<file path="src/rtl/edge_pkg.sv">
// Shared definitions for the Sobel edge-detection path: FSM state encoding,
// default pixel width, 3x3 window size and the Sobel coefficient tables.
package edge_pkg;

   typedef enum logic [2:0] {
      ST_IDLE  = 3'd0,
      ST_FETCH = 3'd1,
      ST_CALC  = 3'd2,
      ST_WRITE = 3'd3,
      ST_DONE  = 3'd4
   } state_t;

   localparam int WORD_DEF  = 8;
   localparam int KWIN      = 9;
   // Headroom for the gradient sums: |Gx|+|Gy| <= 8*(2^WORD-1) < 2^(WORD+3)
   localparam int SAT_EXTRA = 3;

   // Window index k maps to (row k/3, col k%3) of the 3x3 neighbourhood
   localparam int GX_COEF [KWIN] = '{-1, 0, 1, -2, 0, 2, -1, 0, 1};
   localparam int GY_COEF [KWIN] = '{-1, -2, -1, 0, 0, 0, 1, 2, 1};

   // Width of the signed gradients and of the unsaturated magnitude
   function automatic int sat_width(input int word);
      return word + SAT_EXTRA;
   endfunction

endpackage

</file>
<file path="src/rtl/sobel_kernel.sv">
// Combinational Sobel operator: 3x3 window in, |Gx|+|Gy| out both raw
// (for threshold compare) and saturated to the pixel width.
module sobel_kernel
   import edge_pkg::*;
#(
   parameter  int WORD = WORD_DEF,
   localparam int SW   = sat_width(WORD)
) (
   input  logic [KWIN-1:0][WORD-1:0] i_win,
   output logic [WORD-1:0]           o_sat,
   output logic [SW-1:0]             o_mag
);

   logic signed [SW-1:0] w_gx_term [KWIN];
   logic signed [SW-1:0] w_gy_term [KWIN];
   logic signed [SW-1:0] w_gx;
   logic signed [SW-1:0] w_gy;
   logic        [SW-1:0] w_abs_gx;
   logic        [SW-1:0] w_abs_gy;
   logic        [SW-1:0] w_mag;

   // Coefficients are only 0, +-1, +-2, so each product is a shift/negate
   function automatic logic signed [SW-1:0] coef_term(input logic [WORD-1:0] pix,
                                                       input int coef);
      logic signed [SW-1:0] ext;
      ext = $signed({{SAT_EXTRA{1'b0}}, pix});
      case (coef)
         1:       coef_term = ext;
         2:       coef_term = ext <<< 1;
         -1:      coef_term = -ext;
         -2:      coef_term = -(ext <<< 1);
         default: coef_term = '0;
      endcase
   endfunction

   genvar gi;
   generate
      for (gi = 0; gi < KWIN; gi++) begin : g_term
         assign w_gx_term[gi] = coef_term(i_win[gi], GX_COEF[gi]);
         assign w_gy_term[gi] = coef_term(i_win[gi], GY_COEF[gi]);
      end
   endgenerate

   // Sum the weighted taps into the two signed gradients
   always_comb begin
      w_gx = '0;
      w_gy = '0;
      for (int i = 0; i < KWIN; i++) begin
         w_gx = w_gx + w_gx_term[i];
         w_gy = w_gy + w_gy_term[i];
      end
   end

   // Gradients never reach the most negative code, so negation cannot overflow
   assign w_abs_gx = w_gx[SW-1] ? SW'(-w_gx) : SW'(w_gx);
   assign w_abs_gy = w_gy[SW-1] ? SW'(-w_gy) : SW'(w_gy);
   assign w_mag    = w_abs_gx + w_abs_gy;

   assign o_mag = w_mag;
   assign o_sat = (|w_mag[SW-1:WORD]) ? {WORD{1'b1}} : w_mag[WORD-1:0];

endmodule

</file>
<file path="src/rtl/sobel_frame_engine.sv">
// Frame-level Sobel engine: walks the source frame in raster order, fetches
// each interior 3x3 window through the async source read port, and writes one
// result byte per pixel (border pixels are written as 0 without any reads).
// Optional build macro EDGE_THRESH_EN: binarise interior results against thresh_i.
module sobel_frame_engine
   import edge_pkg::*;
#(
   parameter  int WORD  = WORD_DEF,
   parameter  int IMG_W = 16,
   parameter  int IMG_H = 16,
   localparam int ADR_W = $clog2(IMG_W * IMG_H)
) (
   input  logic             clk_i,
   input  logic             rstn_i,
   input  logic             start_i,
   output logic             busy_o,
   output logic             done_o,
   output logic [ADR_W-1:0] src_adr_o,
   input  logic [WORD-1:0]  src_data_i,
   output logic             dst_wr_o,
   output logic [ADR_W-1:0] dst_adr_o,
   output logic [WORD-1:0]  dst_data_o,
   input  logic [WORD-1:0]  thresh_i
);

   localparam int XW = $clog2(IMG_W);
   localparam int YW = $clog2(IMG_H);
   localparam int KW = $clog2(KWIN);
   localparam int SW = sat_width(WORD);

   localparam logic [XW-1:0]    X_MAX   = XW'(IMG_W - 1);
   localparam logic [YW-1:0]    Y_MAX   = YW'(IMG_H - 1);
   localparam logic [ADR_W-1:0] IMG_W_A = ADR_W'(IMG_W);
   localparam logic [KW-1:0]    K_LAST  = KW'(KWIN - 1);

   state_t              r_state;
   logic [XW-1:0]       r_x;
   logic [YW-1:0]       r_y;
   logic [KW-1:0]       r_k;
   logic [WORD-1:0]     r_win [KWIN];
   logic [ADR_W-1:0]    r_src_adr;
   logic [ADR_W-1:0]    r_dst_adr;
   logic [WORD-1:0]     r_dst_data;
   logic                r_dst_wr;
   logic                r_busy;
   logic                r_done;

   logic [KWIN-1:0][WORD-1:0] w_win;
   logic [WORD-1:0]     w_sat;
   logic [SW-1:0]       w_mag;
   logic [WORD-1:0]     w_result;
   logic                w_last;
   logic                w_enter;
   logic [XW-1:0]       w_tx;
   logic [YW-1:0]       w_ty;
   logic                w_t_border;
   logic [ADR_W-1:0]    w_t_adr;
   logic [ADR_W-1:0]    w_t_src;
   logic                w_row_end;

   genvar gi;
   generate
      for (gi = 0; gi < KWIN; gi++) begin : g_win_pack
         assign w_win[gi] = r_win[gi];
      end
   endgenerate

   sobel_kernel #(
      .WORD (WORD)
   ) u_kernel (
      .i_win (w_win),
      .o_sat (w_sat),
      .o_mag (w_mag)
   );

`ifdef EDGE_THRESH_EN
   // Binary edge map: full-scale where the raw magnitude reaches the threshold
   assign w_result = (w_mag >= {{SAT_EXTRA{1'b0}}, thresh_i}) ? {WORD{1'b1}} : '0;
   logic w_unused_cfg;
   assign w_unused_cfg = ^w_sat;
`else
   assign w_result = w_sat;
   logic w_unused_cfg;
   assign w_unused_cfg = ^{thresh_i, w_mag};
`endif

   // Next pixel to visit: (0,0) when launching from IDLE, raster successor otherwise
   always_comb begin
      w_last = (r_x == X_MAX) && (r_y == Y_MAX);
      w_tx   = '0;
      w_ty   = '0;
      if (r_state == ST_WRITE) begin
         if (r_x == X_MAX) begin
            w_tx = '0;
            w_ty = r_y + YW'(1);
         end else begin
            w_tx = r_x + XW'(1);
            w_ty = r_y;
         end
      end
   end

   assign w_t_border = (w_tx == '0) || (w_tx == X_MAX) || (w_ty == '0) || (w_ty == Y_MAX);
   assign w_t_adr    = ADR_W'(w_ty) * IMG_W_A + ADR_W'(w_tx);
   // Top-left tap of the window; only meaningful for interior pixels
   assign w_t_src    = w_t_adr - IMG_W_A - ADR_W'(1);
   assign w_enter    = ((r_state == ST_IDLE) && start_i) || ((r_state == ST_WRITE) && !w_last);
   // After the third tap of a row, jump to the first tap of the next row
   assign w_row_end  = (r_k == KW'(2)) || (r_k == KW'(5));

   // Frame FSM: counters, address generation and registered outputs
   always_ff @(posedge clk_i) begin
      if (!rstn_i) begin
         r_state    <= ST_IDLE;
         r_x        <= '0;
         r_y        <= '0;
         r_k        <= '0;
         r_src_adr  <= '0;
         r_dst_adr  <= '0;
         r_dst_data <= '0;
         r_dst_wr   <= 1'b0;
         r_busy     <= 1'b0;
         r_done     <= 1'b0;
      end else begin
         r_dst_wr <= 1'b0;
         r_done   <= 1'b0;
         case (r_state)
            ST_IDLE: begin
               if (start_i) begin
                  r_busy <= 1'b1;
               end
            end
            ST_FETCH: begin
               if (r_k == K_LAST) begin
                  r_state <= ST_CALC;
               end else begin
                  r_k       <= r_k + KW'(1);
                  r_src_adr <= w_row_end ? (r_src_adr + IMG_W_A - ADR_W'(2))
                                         : (r_src_adr + ADR_W'(1));
               end
            end
            ST_CALC: begin
               r_state    <= ST_WRITE;
               r_dst_wr   <= 1'b1;
               r_dst_data <= w_result;
            end
            ST_WRITE: begin
               if (w_last) begin
                  r_state <= ST_DONE;
                  r_done  <= 1'b1;
                  r_busy  <= 1'b0;
               end
            end
            ST_DONE: begin
               r_state <= ST_IDLE;
            end
            default: begin
               r_state <= ST_IDLE;
            end
         endcase

         // Entering a pixel: border goes straight to WRITE, interior starts fetching
         if (w_enter) begin
            r_x       <= w_tx;
            r_y       <= w_ty;
            r_k       <= '0;
            r_dst_adr <= w_t_adr;
            if (w_t_border) begin
               r_state    <= ST_WRITE;
               r_dst_wr   <= 1'b1;
               r_dst_data <= '0;
            end else begin
               r_state   <= ST_FETCH;
               r_src_adr <= w_t_src;
            end
         end
      end
   end

   // Window register file: capture the async source data for tap k
   always_ff @(posedge clk_i) begin
      if (!rstn_i) begin
         for (int i = 0; i < KWIN; i++) begin
            r_win[i] <= '0;
         end
      end else if (r_state == ST_FETCH) begin
         r_win[r_k] <= src_data_i;
      end
   end

   assign busy_o     = r_busy;
   assign done_o     = r_done;
   assign src_adr_o  = r_src_adr;
   assign dst_wr_o   = r_dst_wr;
   assign dst_adr_o  = r_dst_adr;
   assign dst_data_o = r_dst_data;

endmodule

</file>
<file path="config.mk">
export PLATFORM = sky130hd
export DESIGN_NAME = sobel_frame_engine
export DESIGN_NICKNAME = d
export VERILOG_FILES = /design/src/rtl/edge_pkg.sv /design/src/rtl/sobel_kernel.sv /design/src/rtl/sobel_frame_engine.sv
export SDC_FILE = /design/constraint.sdc
export NUM_CORES = 1
export LEC_CHECK = 0
export CORE_ASPECT_RATIO = 0.9
export CORE_MARGIN = 2
export CORE_UTILIZATION = 47
export DETAILED_ROUTE_END_ITERATION = 8
export PLACE_DENSITY_LB_ADDON = 0.15
export SLEW_MARGIN = 20
export SYNTH_ARGS = -nofsm -noshare
export SYNTH_HDL_FRONTEND = slang
export SYNTH_SLANG_ARGS = --single-unit
</file>
<file path="constraint.sdc">
create_clock -name clk_i -period 16.3 [get_ports clk_i]
set_input_delay 1.63 -clock clk_i [delete_from_list [all_inputs] [get_ports clk_i]]
set_output_delay 1.63 -clock clk_i [all_outputs]
set_load 0.05 [all_outputs]
</file>
Yosys cells after proc, flatten, opt, wreduce, memory -nomap -nowiden
Memories as Yosys holds them, arrays and structs flattened.
Index checks and enable logic that the tools add are counted.
{"block": "word_totals", "ff_bits": 42, "ramBits": 72, "in_bits": 19, "output_inout_bits": 27, "wordCells": 109, "n_memories": 1}
{"block": "op_classes", "add_sub_neg": 27, "n_eq_ne": 15, "mux": 34, "bitwise_logic": 2, "n_reduce_logical": 20}
{"memory": "r_win", "depth": 9, "width": 8, "read_ports": 8, "rd_ports_with_merged_regs": 0, "wr": 9, "line_no": "sobel_frame_engine.sv:40", "text": "logic [WORD-1:0] r_win [KWIN];"}
{"op": "$mux W8", "count": 10}
{"op": "$add A11 B11 Y11", "count": 5}
{"op": "$add A11 B9 Y11", "count": 4}
{"op": "$neg A8 Y11", "count": 3}
{"op": "$add A11 B10 Y11", "count": 2}
{"op": "$mux W11", "count": 2}
{"op": "$neg A11 Y11", "count": 2}
{"op": "$neg A9 Y11", "count": 2}
{"op": "$eq A4 B4 Y1 const B", "count": 5}
{"op": "$mux W4", "count": 5}
{"op": "$add A4 B1 Y4 const B", "count": 3}
{"op": "$pmux W3 S4", "count": 1}
{"op": "$mux W1", "count": 11}
{"op": "$mux W3", "count": 3}
{"op": "$add A8 B1 Y8 const B", "count": 1}
{"op": "$add A8 B4 Y8", "count": 1}
{"op": "$add A8 B5 Y8 const B", "count": 1}
{"op": "$logic_not A4 Y1", "count": 2}
{"op": "$reduce_or A8 Y1", "count": 1}
{"op": "$sub A8 B1 Y8 const B", "count": 1}
{"op": "$sub A8 B2 Y8 const B", "count": 1}
{"op": "$sub A8 B5 Y8 const B", "count": 1}
{"op": "$eq A3 B2 Y1 const B", "count": 2}
{"op": "$ne A2 B2 Y1 const B", "count": 3}
{"op": "16 further kinds", "count": 26}

Depth between registers and ports, before layout
An unclocked memory read counts as a cell.
{"block": "logic_depth", "depth_word": 15, "ltp_mapped": 29, "ltp_nobuf": 28}

Cells and area by module
Synthesis repeated with hierarchy kept, for this count alone.
{"block": "unflattened", "cells_unflattened": 912, "area_unflattened_um2": 8657.1}
{"module": "sobel_frame_engine", "instances": 1, "cells_each": 439, "area_each_um2": 4860.9, "seq_area_each_um2": 2842.7}
{"module": "sobel_kernel", "instances": 1, "cells_each": 473, "area_each_um2": 3796.1, "seq_area_each_um2": 0.0}

Worst setup path after synthesis
No wires, ideal clock.
{"block": "synth_timing", "path_kind": "register to register", "startpoint": "memory r_win[0][2] in the netlist's numbering", "endpoint": "register r_dst_data[7], in the netlist dst_data_o[7]", "setup_ns": 0.141, "t_arrival_ns": 6.636, "t_required_ns": 16.159, "slack_ns": 9.523, "path_stages_with_launch": 28, "n_path_buf": 1, "period_less_slack_ns": 6.777, "cell_sequence": "edfxtp_1 nor2_2 nand3_1 nor4_1 xor2_1 fa_1 inv_1 fa_1 inv_1 fa_1 inv_1 ha_1 a21o_1 a21oi_1 o21ai_0 a21oi_1 xor2_1 mux2_2 fa_1 a21o_1 a21oi_1 a21oi_1 o41ai_2 xnor2_1 or4_1 buf_1 nor2_1 a211oi_2"}
{"element": "start, declared", "line_no": "sobel_frame_engine.sv:40"}
{"element": "end signal, assigned", "line_no": "sobel_frame_engine.sv:145", "text": "r_dst_data <= w_result;"}
{"element": "end, declared", "line_no": "sobel_frame_engine.sv:43", "text": "logic [WORD-1:0] r_dst_data;"}

==> results.cfg <==
[drt]
ant_nets = 0
wirelength_mm = 17.0
vias = 5594
drc = 0
routed_via_density = 5.27
dr.first_iter.drc_count = 370
dr.pass1.iters = 5
wl_per_cell_um = 16.1

[place]
pre_cts_ws_ns = 8.49
dp.cells = 1045
dp_hpwl_mm = 13.8
port_buffers = 37
place_congestion = 0.851

[floorplanning]
die_x_um = 141
chipHeight_um = 127
start_util_pct = 47.6
coreArea_um2 = 16700
ioPinCount = 46
rows = 45
die-area_um2 = 18000

[cells_and_area]
area_growth_pct = 11.0
drive_above_1_share_pct = 4.82
fin_cells = 1061
insertedDiodeCount = 0
final_nets = 983

[timing]
maxSlewViolCount = 0
rsz0062_at_grt = no
holdWs_ns = 0.468
fin_skew_ns = 0.00957
worstMarginPinSlew_ns = 1.01
period_needed_ns = 7.71
fin_crit_sh_pct = 47.3
relSlewSlack_pct = 32.7
final_hold_viol_count = 0
finalSetupTns_ns = 0
finalSetupViolCount = 0
clock.fmax_mhz = 130
worst_slack_ns = 8.59

[worst_setup_path]
cp.arrival_ns = 7.93
crit_path_start_kind = flop
worstSetupPathType = flop to flop
rrSetupSlack_ns = 8.59
critPathMaxFanout = 10
cp-end-kind = flop
required_ns = 16.52

[logic_synthesis]
syn_area_per_cell_um2 = 9.71
synth_ff_type = edfxtp_1
syn_nets = 958
syn_inst = 820
synth.top_cells.by_area = edfxtp_1, fa_1, ha_1
yosysSeqAreaShare_pct = 32.7
netlist_area_um2 = 7960
yosysTopAreaCell = edfxtp_1
synth_top_area_share_pct = 24.1
synth_edf_count = 64
synth-async-reset-ratio_pct = 0
yosys_warnings = 0
ys_types = 66
synth-seq-cells = 98

[global_route]
grt_pass1_vias = 5858
grt_overflow_total = 0
grt_max_degree = 37
antenna_found_initial = 0
grt.total_usage_pct = 20.4
grt_pass1_wl_mm = 29.2

[clock_network]
clock_sinks = 98
clk_pin_slew_ns = 0.07
cts_setup_buffers = 0
root_buffer = clkbuf_16
ctsHoldBuffers = 0
cts_buffer_depth = 2
clock_latency_ns = 0.36
cts_resized = 0
cts_made_buffers = 9
cts_tree = yes
htree_levels = 3

[worst_hold_path]
min_path_type = flop to flop

[job]
maxCapViolations = 0

[run_status]
status = completed
synthesized netlist by cell type, types with 2 or more instances:
cell	count
clkbuf_1	23
o21a_1	4
inv_1	111
and2b_1	2
nor2_1	69
o21ai_1	2
nor3b_1	3
nor3_2	2
nor2b_1	3
o21bai_1	3
nor4_1	2
o22ai_1	2
nor3_1	12
nand3_1	15
a21oi_1	39
ha_1	64
o211a_1	2
xor2_1	34
o21ai_0	22
a31oi_1	3
dfxtp_1	34
or3_1	3
nand2_1	44
fa_1	55
edfxtp_1	64
nand2b_1	10
mux2_2	4
a21o_1	11
nand3b_1	5
and2_1	35
mux2i_1	2
xnor2_1	39
xnor2_2	2
a211oi_1	15
nand4_1	5
and3_1	44
buf_2	2
worst paths after layout:
kind,cells after the start,from,end
max,26,r_win[0][2],dst_data_o[5]
min,2,busy_o,busy_o
max reg2reg,26,r_win[0][2],dst_data_o[5]
min reg2reg,2,busy_o,busy_o
cell type report:
| type | count | area, um^2 |
|---|---|---|
| timing repair buffer | 40 | 393 |
| inverter | 112 | 420 |
| clock inverter | 7 | 85.1 |
| fill | 1479 | 7880 |
| multi-input combinational | 584 | 4850 |
| tap | 211 | 264 |
| sequential | 98 | 2600 |
| clock buffer | 9 | 225 |
cells by family after synthesis:
family / count (synthesis) / share of synthesized area, %
AND/OR/NAND/NOR: 266 / 18.0
buffers and inverters: 138 / 6.54
adder cells (fa/ha/maj): 119 / 23.9
AO/OA/AOI/OAI: 117 / 9.45
flip-flops: 98 / 32.7
XOR/XNOR: 76 / 8.65
multiplexers: 6 / 0.817
through the flow:
stage	utilization [%]	area [um^2]
detailed placement	51.0	8530
global placement	51.0	8530
finish	52.9	8840
global route	52.9	8840
floorplan	-	7960
CTS	52.9	8840
flip-flops by register name, indices dropped and copies added, names as in the netlist:
name        count
r_y             4
done_o          1
r_x             3
r_state         3
r_win          64
dst_data_o      8
dst_adr_o       1
dst_wr_o        1
r_k             4
busy_o          1
src_adr_o       8
worst max-delay path, stage by stage, from the launching register on:
cell	delay, ns
edfxtp_1	0.49
nor2_2	0.22
nand3_1	0.15
nor4_1	0.43
xor2_1	0.22
fa_1	0.52
inv_1	0.05
fa_1	0.48
inv_1	0.06
fa_1	0.53
inv_1	0.04
ha_1	0.35
a21o_1	0.20
a21oi_1	0.14
o21ai_0	0.10
a21oi_1	0.17
xor2_1	0.57
mux2_2	0.45
fa_1	0.47
a21o_1	0.20
a21oi_1	0.24
a21oi_1	0.15
o41ai_2	0.30
xnor2_1	0.09
or4_1	0.68
a21oi_1	0.19
a211oi_1	0.08
routing by layer:
metal  vias up  global-route usage [%]  part of all wire [%]
li1       2796                       -                     -
met1      2678                    29.4                    51
met2       104                    32.3                    44
met3        16                    3.71                   4.0
met4         0                    4.29                   1.2
met5         -                       0                     0
cell usage in the layout, fill, tap and decap left out, drive strengths merged, types with 25 or more instances in the layout:
cell type        n
dfxtp           34
and3            45
clkdlybuf4s50   37
edfxtp          64
ha              64
xor2            35
a21oi           39
fa              55
and2            35
xnor2           41
o21ai           25
nand2           44
nor2            70
inv            114
Power is left out: the tool's default activity adds up to more than one toggle a clock period on the data nets, which glitch-free logic cannot reach.
==> RTL change (same flow settings) <==
Encoding of `state_t`: now one-hot (5 bits for 5 states).
--- a/src/rtl/edge_pkg.sv
+++ b/src/rtl/edge_pkg.sv
@@ -2,12 +2,12 @@
 // default pixel width, 3x3 window size and the Sobel coefficient tables.
 package edge_pkg;
 
-   typedef enum logic [2:0] {
-      ST_IDLE  = 3'd0,
-      ST_FETCH = 3'd1,
-      ST_CALC  = 3'd2,
-      ST_WRITE = 3'd3,
-      ST_DONE  = 3'd4
+   typedef enum logic [4:0] {
+      ST_IDLE  = 5'b00001,
+      ST_FETCH = 5'b00010,
+      ST_CALC  = 5'b00100,
+      ST_WRITE = 5'b01000,
+      ST_DONE  = 5'b10000
    } state_t;
 
    localparam int WORD_DEF  = 8;
Behaviour: same outputs for any inputs over 10 cycles, from zero or initial values and one cycle with rstn_i low; not proved beyond that.
==> RTL change against the unedited design <==
- first-iteration DRC count rose by 16%
- non-clock buffer count rose by 1
- synthesized area rose by 1.9%
- sequential cell count rose by 2
- setup slack got worse by 0.046 ns
- wire length rose by 4.5%
- worst hold slack improved by 0.017 ns
- clock skew fell by 0.0030 ns
- cell area rose by 1.4%
- critical path depth fell by 2
- critical endpoint is now dst_data_o[4]$_SDFF_PN0_
Power is left out: the tool's default activity adds up to more than one toggle a clock period on the data nets, which glitch-free logic cannot reach.
==> RTL change: results (changes against the unedited design) <==
* Synthesized Nets at 974 (+1.7%)
* Post-synth cell types at 63 (-4.5%)
* Largest net degree at the start of global routing at 37 (unchanged)
* Vias at 5875 (+5.0%)
* Share of cells above drive strength 1 at 0.04598 (-0.002258)
* # port buffers at 37 (unchanged)
* GP Congestion at 0.8450 (-0.73%)
* Post-CTS setup buffer count at 0 (unchanged)
* Number of antenna violations at the first check in global routing at 0 (unchanged)
* Placed cell areas at 8655 sq um (+1.5%)
* Critical Path Max Stage Delay at 0.56 ns (-0.12 ns)
* Status: finished clean
* Htree depth at 3 (unchanged)
* Worst-path clk slew at 0.07 ns (about the same)
* DPL Wire Length at 14010 microns (+1.4%)
* Synthesis Warnings at 0 (unchanged)
* Most common library cells after synthesis: inv_1 (119), nor2_1 (66), edfxtp_1 (64), ha_1 (64), and3_1 (62)
* Main synth FF type: edfxtp_1
* Diode count at 0 (unchanged)
* Root Driver: clkbuf_16
* Seq/Total Area, Yosys at 0.3259 (-0.001015)
* Number of synthesized flops with an enable pin at 64 (unchanged)
* Total track usage at 0.2085 (+0.004785)
* Clk buf depth at 2 (unchanged)
* Max FFs per register at 64 (unchanged)
* Post-CTS resize count at 0 (unchanged)
* Biggest register: r_win
* WL per Instance at 16.48 microns (+2.6%)
* Mapped Avg Cell Area at 9.698 sq um (about the same)
* CP Max Fanout at 10 (unchanged)
* Vias per cell at 5.435 (+3.1%)
* Dpl cells at 1064 (+1.8%)
* Slowest CP cell: o41ai_1
* Critical Path AT at 7.99 ns (+0.06 ns)
* Ys async rst share at 0 (unchanged)
* Initial DRT Pass Iterations at 5 (unchanged)
* Area contributors post-synth: edfxtp_1 (24%), fa_1 (14%), ha_1 (9.9%)
* Worst-Margin Slew at 0.7576 ns (-0.2480 ns)
* Initial DRC count at 429 (+16%)
* Fin nets at 1003 (+2.0%)
* Crit-path leading delay family: adder cells
* Clock buffer count from CTS at 9 (unchanged)
* Final Setup Violations at 0 (unchanged)
* Fin Clk Skew at 0.006619 ns (-0.002952 ns)
* Worst hold-check path type: reg -> reg
* Clock latency on the worst-skew pair at 0.35 ns
* Global-route wire length before repair at 29810 microns (+2.2%)
-- RTL change: layout make-up --
cell class                      instances  area (sq um)
Clock buffer                           10         229.0
Clock inverter                          6         65.06
Fill cell                            1534          7928
Inverter                              119         446.7
Multi-Input combinational cell        594          4908
Sequential cell                       100          2643
Tap cell                              211         264.0
Timing Repair Buffer                   41         407.9
-- RTL change: metal layers --
layer,vias to the layer above,global-route usage,wire (microns)
met5,-,0,0
met4,0,0.04368,154
met3,9,0.04131,732
met2,103,0.3286,8079
met1,2865,0.3014,8851
li1,2898,-,-
-- RTL change: cell families after synthesis --
group | Yosys count | synth area share
AO/OA/AOI/OAI | 137 | 0.1105
adder cells (fa/ha/maj) | 119 | 0.2346
buffers and inverters | 142 | 0.07068
flip-flops | 100 | 0.3259
multiplexers | 9 | 0.01127
XOR/XNOR | 73 | 0.08256
AND/OR/NAND/NOR | 256 | 0.1645
-- RTL change: path summary, 6_finish.rpt --
path	slack, ns	depth (start not counted)	to	start
worst max-delay path	8.54	24	dst_data_o[4]$_SDFF_PN0_	r_win[0][2]$_SDFFCE_PN0P_
worst max register to register	8.54	24	dst_data_o[4]$_SDFF_PN0_	r_win[0][2]$_SDFFCE_PN0P_
worst min register to register	0.49	2	busy_o$_SDFFE_PN0P_	busy_o$_SDFFE_PN0P_
worst min-delay path	0.49	2	busy_o$_SDFFE_PN0P_	busy_o$_SDFFE_PN0P_
-- RTL change: stage by stage --
step | setup slack [ns] | hold WS, ns
finish | 8.542 | 0.4855
global route | 7.963 | 0.5442
CTS | 8.566 | 0.4859
detailed placement | 8.607 | 0.4735
global placement | 8.746 | 0.4685
floorplan | 9.511 | 0.4774
